--- src/rtl/branch_predictor_bht_btb_if.sv ---
// Fetch/execute-side bus between the pipeline controller and the branch predictor.
// master = pipeline (drives PCs and resolution), slave = predictor.
interface branch_predictor_bht_btb_if #(
    parameter int AWIDTH = 32,
    parameter int CWIDTH = 32
);
    logic [AWIDTH-1:0] pc_f;
    logic              Br_f;
    logic [AWIDTH-1:0] pc_x;
    logic [AWIDTH-1:0] target_x;
    logic              Br_x;
    logic              BrTrue;
    logic              stall;
    logic              flush;
    logic              bp_en;
    logic              bp_clr;
    logic              BrPred;
    logic              Target_valid;
    logic [AWIDTH-1:0] Target;
    logic              BrPred_x;
    logic [CWIDTH-1:0] br_count;
    logic [CWIDTH-1:0] mispred_count;

    modport master (
        output pc_f, Br_f, pc_x, target_x, Br_x, BrTrue, stall, flush, bp_en, bp_clr,
        input  BrPred, Target_valid, Target, BrPred_x, br_count, mispred_count
    );

    modport slave (
        input  pc_f, Br_f, pc_x, target_x, Br_x, BrTrue, stall, flush, bp_en, bp_clr,
        output BrPred, Target_valid, Target, BrPred_x, br_count, mispred_count
    );
endinterface

--- src/rtl/branch_predictor_bht_btb.sv ---
// Direct-mapped BTB with per-entry saturating direction counters, combinational
// fetch lookup, X-stage training, and saturating branch/mispredict counters.
module branch_predictor_bht_btb #(
    parameter int AWIDTH   = 32,
    parameter int ENTRIES  = 16,
    parameter int CNT_BITS = 2,
    parameter int CWIDTH   = 32
) (
    input  logic                          clk,
    input  logic                          rst,
    branch_predictor_bht_btb_if.slave     bp
);
    localparam int IDX  = $clog2(ENTRIES);
    localparam int TAGW = AWIDTH - IDX - 2;
    localparam logic [CNT_BITS-1:0] CNT_WEAK = CNT_BITS'(2 ** (CNT_BITS - 1));

    logic                valid_all  [ENTRIES];
    logic [TAGW-1:0]     tag_all    [ENTRIES];
    logic [AWIDTH-1:0]   target_all [ENTRIES];
    logic [CNT_BITS-1:0] cnt_all    [ENTRIES];

    logic [IDX-1:0]  idx_f, idx_x;
    logic [TAGW-1:0] tag_f, tag_x;
    logic            hit_f, hit_x, train;
    logic            target_valid, br_pred;
    logic            brpred_x_reg;
    logic [CWIDTH-1:0] br_count_reg, mispred_count_reg;
    logic            unused_pc_lsbs;

    assign idx_f = bp.pc_f[IDX+1:2];
    assign tag_f = bp.pc_f[AWIDTH-1:IDX+2];
    assign idx_x = bp.pc_x[IDX+1:2];
    assign tag_x = bp.pc_x[AWIDTH-1:IDX+2];
    assign unused_pc_lsbs = ^{bp.pc_f[1:0], bp.pc_x[1:0]};

    // Lookup reads pre-update contents; there is intentionally no write bypass.
    assign hit_f        = valid_all[idx_f] && (tag_all[idx_f] == tag_f);
    assign hit_x        = valid_all[idx_x] && (tag_all[idx_x] == tag_x);
    assign target_valid = bp.bp_en && hit_f;
    assign br_pred      = target_valid && bp.Br_f && cnt_all[idx_f][CNT_BITS-1];
    assign train        = bp.Br_x && !bp.stall;

    assign bp.Target_valid  = target_valid;
    assign bp.BrPred        = br_pred;
    assign bp.Target        = target_valid ? target_all[idx_f] : '0;
    assign bp.BrPred_x      = brpred_x_reg;
    assign bp.br_count      = br_count_reg;
    assign bp.mispred_count = mispred_count_reg;

    genvar gi;
    generate
        for (gi = 0; gi < ENTRIES; gi++) begin : g_entry
            logic                valid_reg;
            logic [TAGW-1:0]     tag_reg;
            logic [AWIDTH-1:0]   target_reg;
            logic [CNT_BITS-1:0] cnt_reg;
            logic                sel;

            assign sel = train && (idx_x == IDX'(gi));

            // Clear beats training: a same-cycle write to this entry is dropped.
            always_ff @(posedge clk or posedge rst) begin
                if (rst) begin
                    valid_reg  <= 1'b0;
                    tag_reg    <= '0;
                    target_reg <= '0;
                    cnt_reg    <= '0;
                end else if (bp.bp_clr) begin
                    valid_reg <= 1'b0;
                end else if (sel) begin
                    if (hit_x) begin
                        if (bp.BrTrue) begin
                            target_reg <= bp.target_x;
                            if (cnt_reg != '1)
                                cnt_reg <= cnt_reg + CNT_BITS'(1);
                        end else if (cnt_reg != '0) begin
                            cnt_reg <= cnt_reg - CNT_BITS'(1);
                        end
                    end else if (bp.BrTrue) begin
                        valid_reg  <= 1'b1;
                        tag_reg    <= tag_x;
                        target_reg <= bp.target_x;
                        cnt_reg    <= CNT_WEAK;
                    end
                end
            end

            assign valid_all[gi]  = valid_reg;
            assign tag_all[gi]    = tag_reg;
            assign target_all[gi] = target_reg;
            assign cnt_all[gi]    = cnt_reg;
        end
    endgenerate

    always_ff @(posedge clk or posedge rst) begin
        if (rst) begin
            brpred_x_reg      <= 1'b0;
            br_count_reg      <= '0;
            mispred_count_reg <= '0;
        end else begin
            if (!bp.stall)
                brpred_x_reg <= bp.flush ? 1'b0 : (br_pred && target_valid);
            if (train) begin
                if (br_count_reg != '1)
                    br_count_reg <= br_count_reg + CWIDTH'(1);
                if ((bp.BrTrue != brpred_x_reg) && (mispred_count_reg != '1))
                    mispred_count_reg <= mispred_count_reg + CWIDTH'(1);
            end
        end
    end
endmodule

--- src/flat_wrapper.sv ---
// flat-port wrapper written by rule: the top's interface ports become plain ports
module branch_predictor_bht_btb_flat 
#(
    parameter int AWIDTH   = 32,
    parameter int ENTRIES  = 16,
    parameter int CNT_BITS = 2,
    parameter int CWIDTH   = 32
)
  (clk, rst, bp_pc_f, bp_Br_f, bp_pc_x, bp_target_x, bp_Br_x, bp_BrTrue, bp_stall, bp_flush, bp_bp_en, bp_bp_clr, bp_BrPred, bp_Target_valid, bp_Target, bp_BrPred_x, bp_br_count, bp_mispred_count);
  branch_predictor_bht_btb_if #(.AWIDTH(AWIDTH), .CWIDTH(CWIDTH)) bp_i ();
  input  logic clk;
  input  logic rst;
  input wire logic [$bits(bp_i.pc_f)-1:0] bp_pc_f;
  input wire logic [$bits(bp_i.Br_f)-1:0] bp_Br_f;
  input wire logic [$bits(bp_i.pc_x)-1:0] bp_pc_x;
  input wire logic [$bits(bp_i.target_x)-1:0] bp_target_x;
  input wire logic [$bits(bp_i.Br_x)-1:0] bp_Br_x;
  input wire logic [$bits(bp_i.BrTrue)-1:0] bp_BrTrue;
  input wire logic [$bits(bp_i.stall)-1:0] bp_stall;
  input wire logic [$bits(bp_i.flush)-1:0] bp_flush;
  input wire logic [$bits(bp_i.bp_en)-1:0] bp_bp_en;
  input wire logic [$bits(bp_i.bp_clr)-1:0] bp_bp_clr;
  output wire logic [$bits(bp_i.BrPred)-1:0] bp_BrPred;
  output wire logic [$bits(bp_i.Target_valid)-1:0] bp_Target_valid;
  output wire logic [$bits(bp_i.Target)-1:0] bp_Target;
  output wire logic [$bits(bp_i.BrPred_x)-1:0] bp_BrPred_x;
  output wire logic [$bits(bp_i.br_count)-1:0] bp_br_count;
  output wire logic [$bits(bp_i.mispred_count)-1:0] bp_mispred_count;
  assign bp_i.pc_f = bp_pc_f;
  assign bp_i.Br_f = bp_Br_f;
  assign bp_i.pc_x = bp_pc_x;
  assign bp_i.target_x = bp_target_x;
  assign bp_i.Br_x = bp_Br_x;
  assign bp_i.BrTrue = bp_BrTrue;
  assign bp_i.stall = bp_stall;
  assign bp_i.flush = bp_flush;
  assign bp_i.bp_en = bp_bp_en;
  assign bp_i.bp_clr = bp_bp_clr;
  assign bp_BrPred = bp_i.BrPred;
  assign bp_Target_valid = bp_i.Target_valid;
  assign bp_Target = bp_i.Target;
  assign bp_BrPred_x = bp_i.BrPred_x;
  assign bp_br_count = bp_i.br_count;
  assign bp_mispred_count = bp_i.mispred_count;
  branch_predictor_bht_btb #(.AWIDTH(AWIDTH), .ENTRIES(ENTRIES), .CNT_BITS(CNT_BITS), .CWIDTH(CWIDTH)) u_core (.clk(clk), .rst(rst), .bp(bp_i));
endmodule
--- config.mk ---
export PLATFORM = sky130hd
export DESIGN_NAME = branch_predictor_bht_btb_flat
export DESIGN_NICKNAME = d
export VERILOG_FILES = /design/src/rtl/branch_predictor_bht_btb_if.sv /design/src/rtl/branch_predictor_bht_btb.sv /design/src/flat_wrapper.sv
export SDC_FILE = /design/constraint.sdc
export NUM_CORES = 2
export LEC_CHECK = 0
export ABC_AREA = 1
export CORE_MARGIN = 2
export CORE_UTILIZATION = 56
export CTS_BUF_LIST = sky130_fd_sc_hd__clkbuf_4 sky130_fd_sc_hd__clkbuf_8
export DETAILED_ROUTE_END_ITERATION = 10
export MAX_ROUTING_LAYER = met4
export PLACE_DENSITY = 0.74
export SYNTH_ARGS = -nofsm -noshare
export SYNTH_HDL_FRONTEND = slang
export SYNTH_SLANG_ARGS = --single-unit
--- constraint.sdc ---
create_clock -name clk -period 89.4 [get_ports clk]
set_input_delay 17.88 -clock clk [delete_from_list [all_inputs] [get_ports clk]]
set_output_delay 17.88 -clock clk [all_outputs]
set_load 0.05 [all_outputs]
-- Word-level counts from Yosys, hierarchy flattened
Cells that the tools add are included.
- reductions and logical operators: 142
- shift operators: 0
- bitwise logic cells: 4
- muxes and demuxes: 119
- divide/modulo/power cells: 0
- order comparisons: 2
- add/sub/neg operators: 34
- equality and inequality tests: 53
- multipliers: 0
- operators with widths (kind ; count):
    binary-select mux 26 bit (select 4 bit) ; 2
    2-to-1 mux 2 bit ; 67
    binary-select mux 32 bit (select 4 bit) ; 1
    2-to-1 mux 26 bit ; 4
    nonzero test 2 bit ; 50
    2-to-1 mux 32 bit ; 3
    AND reduction 3 bit ; 32
    AND reduction 5 bit ; 16
    adder 32 x 1 -> 32 bit, second input constant ; 2
    inequality test 32 bit, second input constant ; 2
    AND reduction 4 bit ; 16
    == test 26 bit ; 2
    inequality test 3 bit, second input constant ; 16
    2-to-1 mux 1 bit ; 39
    inequality test 2 bit, second input constant ; 17
    adder 2 x 1 -> 2 bit, second input constant ; 16
    == test 4 bit, second input constant ; 8
    subtractor 2 x 1 -> 2 bit, second input constant ; 16
    logical AND 1 bit ; 24
    == test 4 x 3 -> 1 bit, second input constant ; 4
    greater-or-equal comparator 5 bit, second input constant ; 2
    NOT 4 -> 5 bit ; 2
    binary-select mux 1 bit (select 4 bit) ; 2
    binary-select mux 2 bit (select 4 bit) ; 1
    7 further kinds ; 10
- register bits after elaboration: 1041
- bits in read-only memories: 0
- memories: 0
- latch bits: 0
- bits in writable memories: 0
- logic and storage cells: 421
- output and inout port bits: 99

-- Longest topological paths before layout
- depth in word-level cells: 11
- depth in mapped cells: 26
- gate-level depth less buffers: 21

-- Worst setup path after synthesis
No wires, ideal clock.
- path kind: input -> output
- start: in bp_pc_f[2]
- end: out bp_Target[11]
- path buffers: 4
- setup slack: 50.240 ns
- data required time: 71.520 ns
- stages on the path: 16
- data arrival time: 21.280 ns
- path through: buf_2 -> inv_2 -> clkbuf_1 -> clkbuf_1 -> o21ai_0 -> o211ai_1 -> nand3_1 -> nand2_1 -> xnor2_1 -> nand2_1 -> nor2_1 -> nand3_1 -> nor2_1 -> inv_1 -> buf_1 -> nor2_1
- cells in the longest elaborated chain, start to end: 8
- elaborated cells between the ends (all ways): 14
- ends and longest elaborated chain (item ; line ; text):
    start, declared ; flat_wrapper.sv:13 ; input wire logic [$bits(bp_i.pc_f)-1:0] bp_pc_f;
    NOT 4 -> 5 bit (not written as such) * ; branch_predictor_bht_btb.sv:37 ; assign hit_f = valid_all[idx_f] && (tag_all[idx_f] == tag_f);
    binary-select mux 26 bit (select 4 bit) ; branch_predictor_bht_btb.sv:37 ;
    2-to-1 mux 26 bit (not written as such) (2 in a row) ; branch_predictor_bht_btb.sv:37 ;
    == test 26 bit ; branch_predictor_bht_btb.sv:37 ;
    logical AND 1 bit * ; branch_predictor_bht_btb.sv:37 ;
    logical AND 1 bit * ; branch_predictor_bht_btb.sv:39 ; assign target_valid = bp.bp_en && hit_f;
    via bp_Target_valid ; flat_wrapper.sv:24 ; output wire logic [$bits(bp_i.Target_valid)-1:0] bp_Target_valid;
    2-to-1 mux 32 bit * ; branch_predictor_bht_btb.sv:45 ; assign bp.Target = target_valid ? target_all[idx_f] : '0;
    end, declared ; flat_wrapper.sv:25 ; output wire logic [$bits(bp_i.Target)-1:0] bp_Target;
The timed path passes the listed nets; every way through them passes the cells marked *. The select of a mux whose other input is x is not followed.

-- Worst setup path after layout
- start: in bp_pc_f[2]
- end: out bp_Target[29]
- cells in the longest elaborated chain, start to end: 8
- elaborated cells between the ends (all ways): 14
- ends and longest elaborated chain (item ; line):
    NOT 4 -> 5 bit (not written as such) * ; branch_predictor_bht_btb.sv:37, branch_predictor_bht_btb.sv:45
    binary-select mux 26 bit (select 4 bit) ; branch_predictor_bht_btb.sv:37
    2-to-1 mux 26 bit (not written as such) (2 in a row) ; branch_predictor_bht_btb.sv:37
    == test 26 bit ; branch_predictor_bht_btb.sv:37
    logical AND 1 bit ; branch_predictor_bht_btb.sv:37
    logical AND 1 bit ; branch_predictor_bht_btb.sv:39
    2-to-1 mux 32 bit * ; branch_predictor_bht_btb.sv:45
Every way passes the cells marked *; elsewhere a longest branch is shown, timed or not. The select of a mux whose other input is x is not followed.

==> flow_summary.yaml <==
sta:
  worst_pin_slew_ns: 1.39
  worst_hold_slack_ns: 0.481
  hold_viol: 0
  rsz0062_at_grt: "false"
  worst_slack_ns: 47.28
  setup_tns_ns: 0
  max_slew_margin: 0.0727
  final_min_period_over_clock_period: 0.471
  finalClockSkew_ns: 0.0399
  report.final.slew_viol_count: 0
  max_freq_mhz: 23.7
  finalSetupViolations: 0
  final.min_clock_period_ns: 42.12
clock_tree:
  clkSinkCount: 1041
  cts_buffer_depth: 3
  cts.htree.levels: 4
  tritoncts: "yes"
  cts-root-buf: "sky130_fd_sc_hd__clkbuf_8"
  cts_post_setup_buffers_inserted: 0
  post_cts_resized: 0
  cts_made_buffers: 174
  worstSkewPairLatency_ns: 0.87
  cts.reportedPaths.clkPinSlew_ns: 0.06
  holdBufCountCts: 0
detailed_routing:
  route.detailed.wl_per_inst_microns: 19.8
  initialDrtViolationCount: 6481
  drtPass1Iterations: 8
  drtAntennaViolNets: 0
  drc_errors: 0
  drt_wl_total_microns: 169000
  routed_via_density: 5.89
  via_count: 50200
finish:
  fillers: 8479
  multi_input_comb_area_sq_mm: 0.0241
  area_growth_pct: 10.6
  drive_above_1_share: 0.0682
  num-nets-final: 7237
  ff_latch_area_sq_mm: 0.0261
  utilization: 0.626
  number_of_flip_flops_in_the_largest_register: 512
  fin_cells: 8527
critical_path:
  worst_setup_path_endpoint: "bp_Target[29]"
  setup.worst_path.start_class: "primary input"
  critPathSlowestCell: "sky130_fd_sc_hd__buf_4"
  worst-r2r-setup-slack_ns: 84.57
  r2r-end: "u_core.g_entry[1].tag_reg[18]"
  worst_r2r_path_depth: 17
  cp_arrival_ns: 24.24
  crit-reg2reg-launch: "u_core.g_entry[4].tag_reg[1]"
  crit_path_max_incr_delay_ns: 0.99
  crit_fanout: 113
  criticalPathCategory: "primary input to output port"
  setup.worst_path.start: "bp_pc_f[2]"
  critPathRequiredTime_ns: 71.52
  crit_path_end_kind: "output port"
  path_cells: "buf_8, inv_8, buf_4, buf_4, a21oi_1, o21ai_0, o211ai_1, nand3_1, nand3_1, nor2_1, nand3_1, nor2_1, nand3_1, nor2_1, inv_2, nor2_1, clkdlybuf4s50_1"
pwr:
  peakVddDrop_mv: 0.0148
  power_frac_seq: 0.475
  power.net_switching_w: 0.000332
  p_int_w: 0.000815
  powerDensity_mw_per_mm2: 19.3
  p_leak_nw: 28.3
  comb_power_share: 0.141
  power.share.clock: 0.384
  power.share.switching: 0.289
placed_design:
  port_buffers: 199
  dp_worst_setup_slack_ns: 47.34
  dp_cells: 8219
  detail_placement_hpwl_microns: 90900
  gpl.final_weighted_congestion: 0.964
floorplan:
  die-area_sq_mm: 0.0987
  fp.dieW_microns: 314
  count_of_standard_cell_rows: 113
  coreArea_sq_mm: 0.0952
  dieHeight_microns: 314
  design.portCount: 204
  starting_density_of_the_core: 0.566
synth:
  synth_top_area_cell: "sky130_fd_sc_hd__dfrtp_1"
  synthTopCellsByArea: "sky130_fd_sc_hd__dfrtp_1 (48%), sky130_fd_sc_hd__nand2_1 (15%), sky130_fd_sc_hd__o21ai_0 (11%)"
  synth_warnings: 0
  post_synth_num_cell_types: 39
  mappedNetlistNets: 7335
  yosys.area.top_type_share: 0.484
  synth.avg_cell_area_sq_um: 7.45
  syn_inst: 7228
  synth_area_sq_mm: 0.0538
  synth_sequential_area_ratio: 0.484
  ys_seq_elements: 1041
min_path:
  hold_path_class: "register to register"
status:
  status: "complete, no violations"
global_route:
  grt_pass1_vias: 46800
  global_route_wire_length_before_repair_microns: 265000
  antenna_found_initial: 6
  grt_start_max_net_pins: 237
  global_route.overflow_total: 0
  global_route.usage.total: 0.351
flow_run:
  number_of_violations_of_the_max_capacitance_limit: 0
-- worst min-delay path by stage --
stage,cells past startpoint,end,start
after floorplan,2,u_core.g_entry[0].target_reg[23],u_core.g_entry[0].target_reg[23]
after global placement,2,u_core.g_entry[0].target_reg[23],u_core.g_entry[0].target_reg[23]
after detailed placement,2,u_core.g_entry[0].target_reg[30],u_core.g_entry[0].target_reg[30]
after CTS,2,u_core.g_entry[1].tag_reg[4],u_core.g_entry[1].tag_reg[4]
after global routing,1,u_core.g_entry[11].target_reg[18],u_core.g_entry[11].target_reg[18]
final,2,u_core.g_entry[0].target_reg[30],u_core.g_entry[0].target_reg[30]
-- layout by cell type, fill, tap and decap left out, drive strengths merged --
cell	netlist	routed
ha	2	2
o21ai	1285	1285
clkinvlp	0	1
nand3b	3	3
diode	0	6
xor2	38	38
a211oi	1	1
or2	16	16
clkinv	7	18
buf	141	73
o22ai	6	6
a21oi	399	399
nand3	375	375
inv	428	437
o21a	92	92
xnor2	32	32
nor2	507	507
mux2	56	56
nor4	8	8
and2	3	3
nand4	17	17
a221o	1	1
and3	1	1
clkbuf	399	281
o221ai	21	21
a21o	2	2
o211ai	80	80
clkdlybuf4s50	0	193
nand2	2229	2229
nor3	38	38
dfrtp	1041	1041
-- power by group through the flow --
stage               Clock [W]  Sequential [W]  Combinational, W
floorplan                   0        0.000556          0.000107
global placement            0        0.000550          0.000156
detailed placement          0        0.000552          0.000160
CTS                  0.000445        0.000544          0.000161
global route         0.000469        0.000549          0.000182
finish               0.000440        0.000545          0.000162
-- layout make-up --
type                    instances  share of cell area
diodes                          6            0.000252
clock buffers                 281              0.0574
clock inverters                21             0.00315
inverters                     435              0.0280
multi-input cells            5212               0.404
flip-flops and latches       1041               0.437
well taps                    1265              0.0266
repair buffers                266              0.0431
-- Yosys cell counts (all sizes together) --
master / n
o211ai: 80
nor3: 38
nor4: 8
mux2: 56
o21ai: 1285
inv: 428
nand3: 375
nand3b: 3
nor2: 507
nand4: 17
o22ai: 6
xnor2: 32
ha: 2
clkinv: 7
xor2: 38
o221ai: 21
clkbuf: 399
and2: 3
o21a: 92
buf: 141
and3: 1
a221o: 1
a21o: 2
a211oi: 1
nand2: 2229
dfrtp: 1041
a21oi: 399
or2: 16
-- routing by layer --
metal  vias up  wire, microns  share of wire  track usage
met4         0           7140          0.042        0.152
met2      2624          76700           0.45        0.533
met1     23800          68300           0.40        0.465
li1      23400              -              -            -
met3       457          16500          0.098       0.0619
met5         -              0              0            -
-- kinds of logic (layout without fill, tap and decap cells) --
logic type                 after synthesis  count (layout)  share of synthesized area
AOI/OAI and AO/OA                     1887            1887                      0.185
xor gates and xnor gates                70              70                     0.0114
adders and majority gates                2               2                   0.000465
buffers and inverters                  975            1003                     0.0717
DFF                                   1041            1041                      0.484
muxes                                   56              56                     0.0117
other                                    0               6                          0
and+or+nand+nor                       3197            3197                      0.236
-- through the flow --
stage	instance area [sq um]	total power [W]
floorplan	53800	0.000663
global placement	55900	0.000706
detailed placement	55900	0.000712
CTS	59500	0.00115
global route	59500	0.00120
finish	59500	0.00115
-- worst max-delay path, delay by kind of cell --
family,cells,cell delay (ns)
AO/OA/AOI/OAI,3,0.39
buffers and inverters,6,4.13
AND/OR/NAND/NOR,8,1.64
No activity file was read; power rests on OpenSTA's default activity.
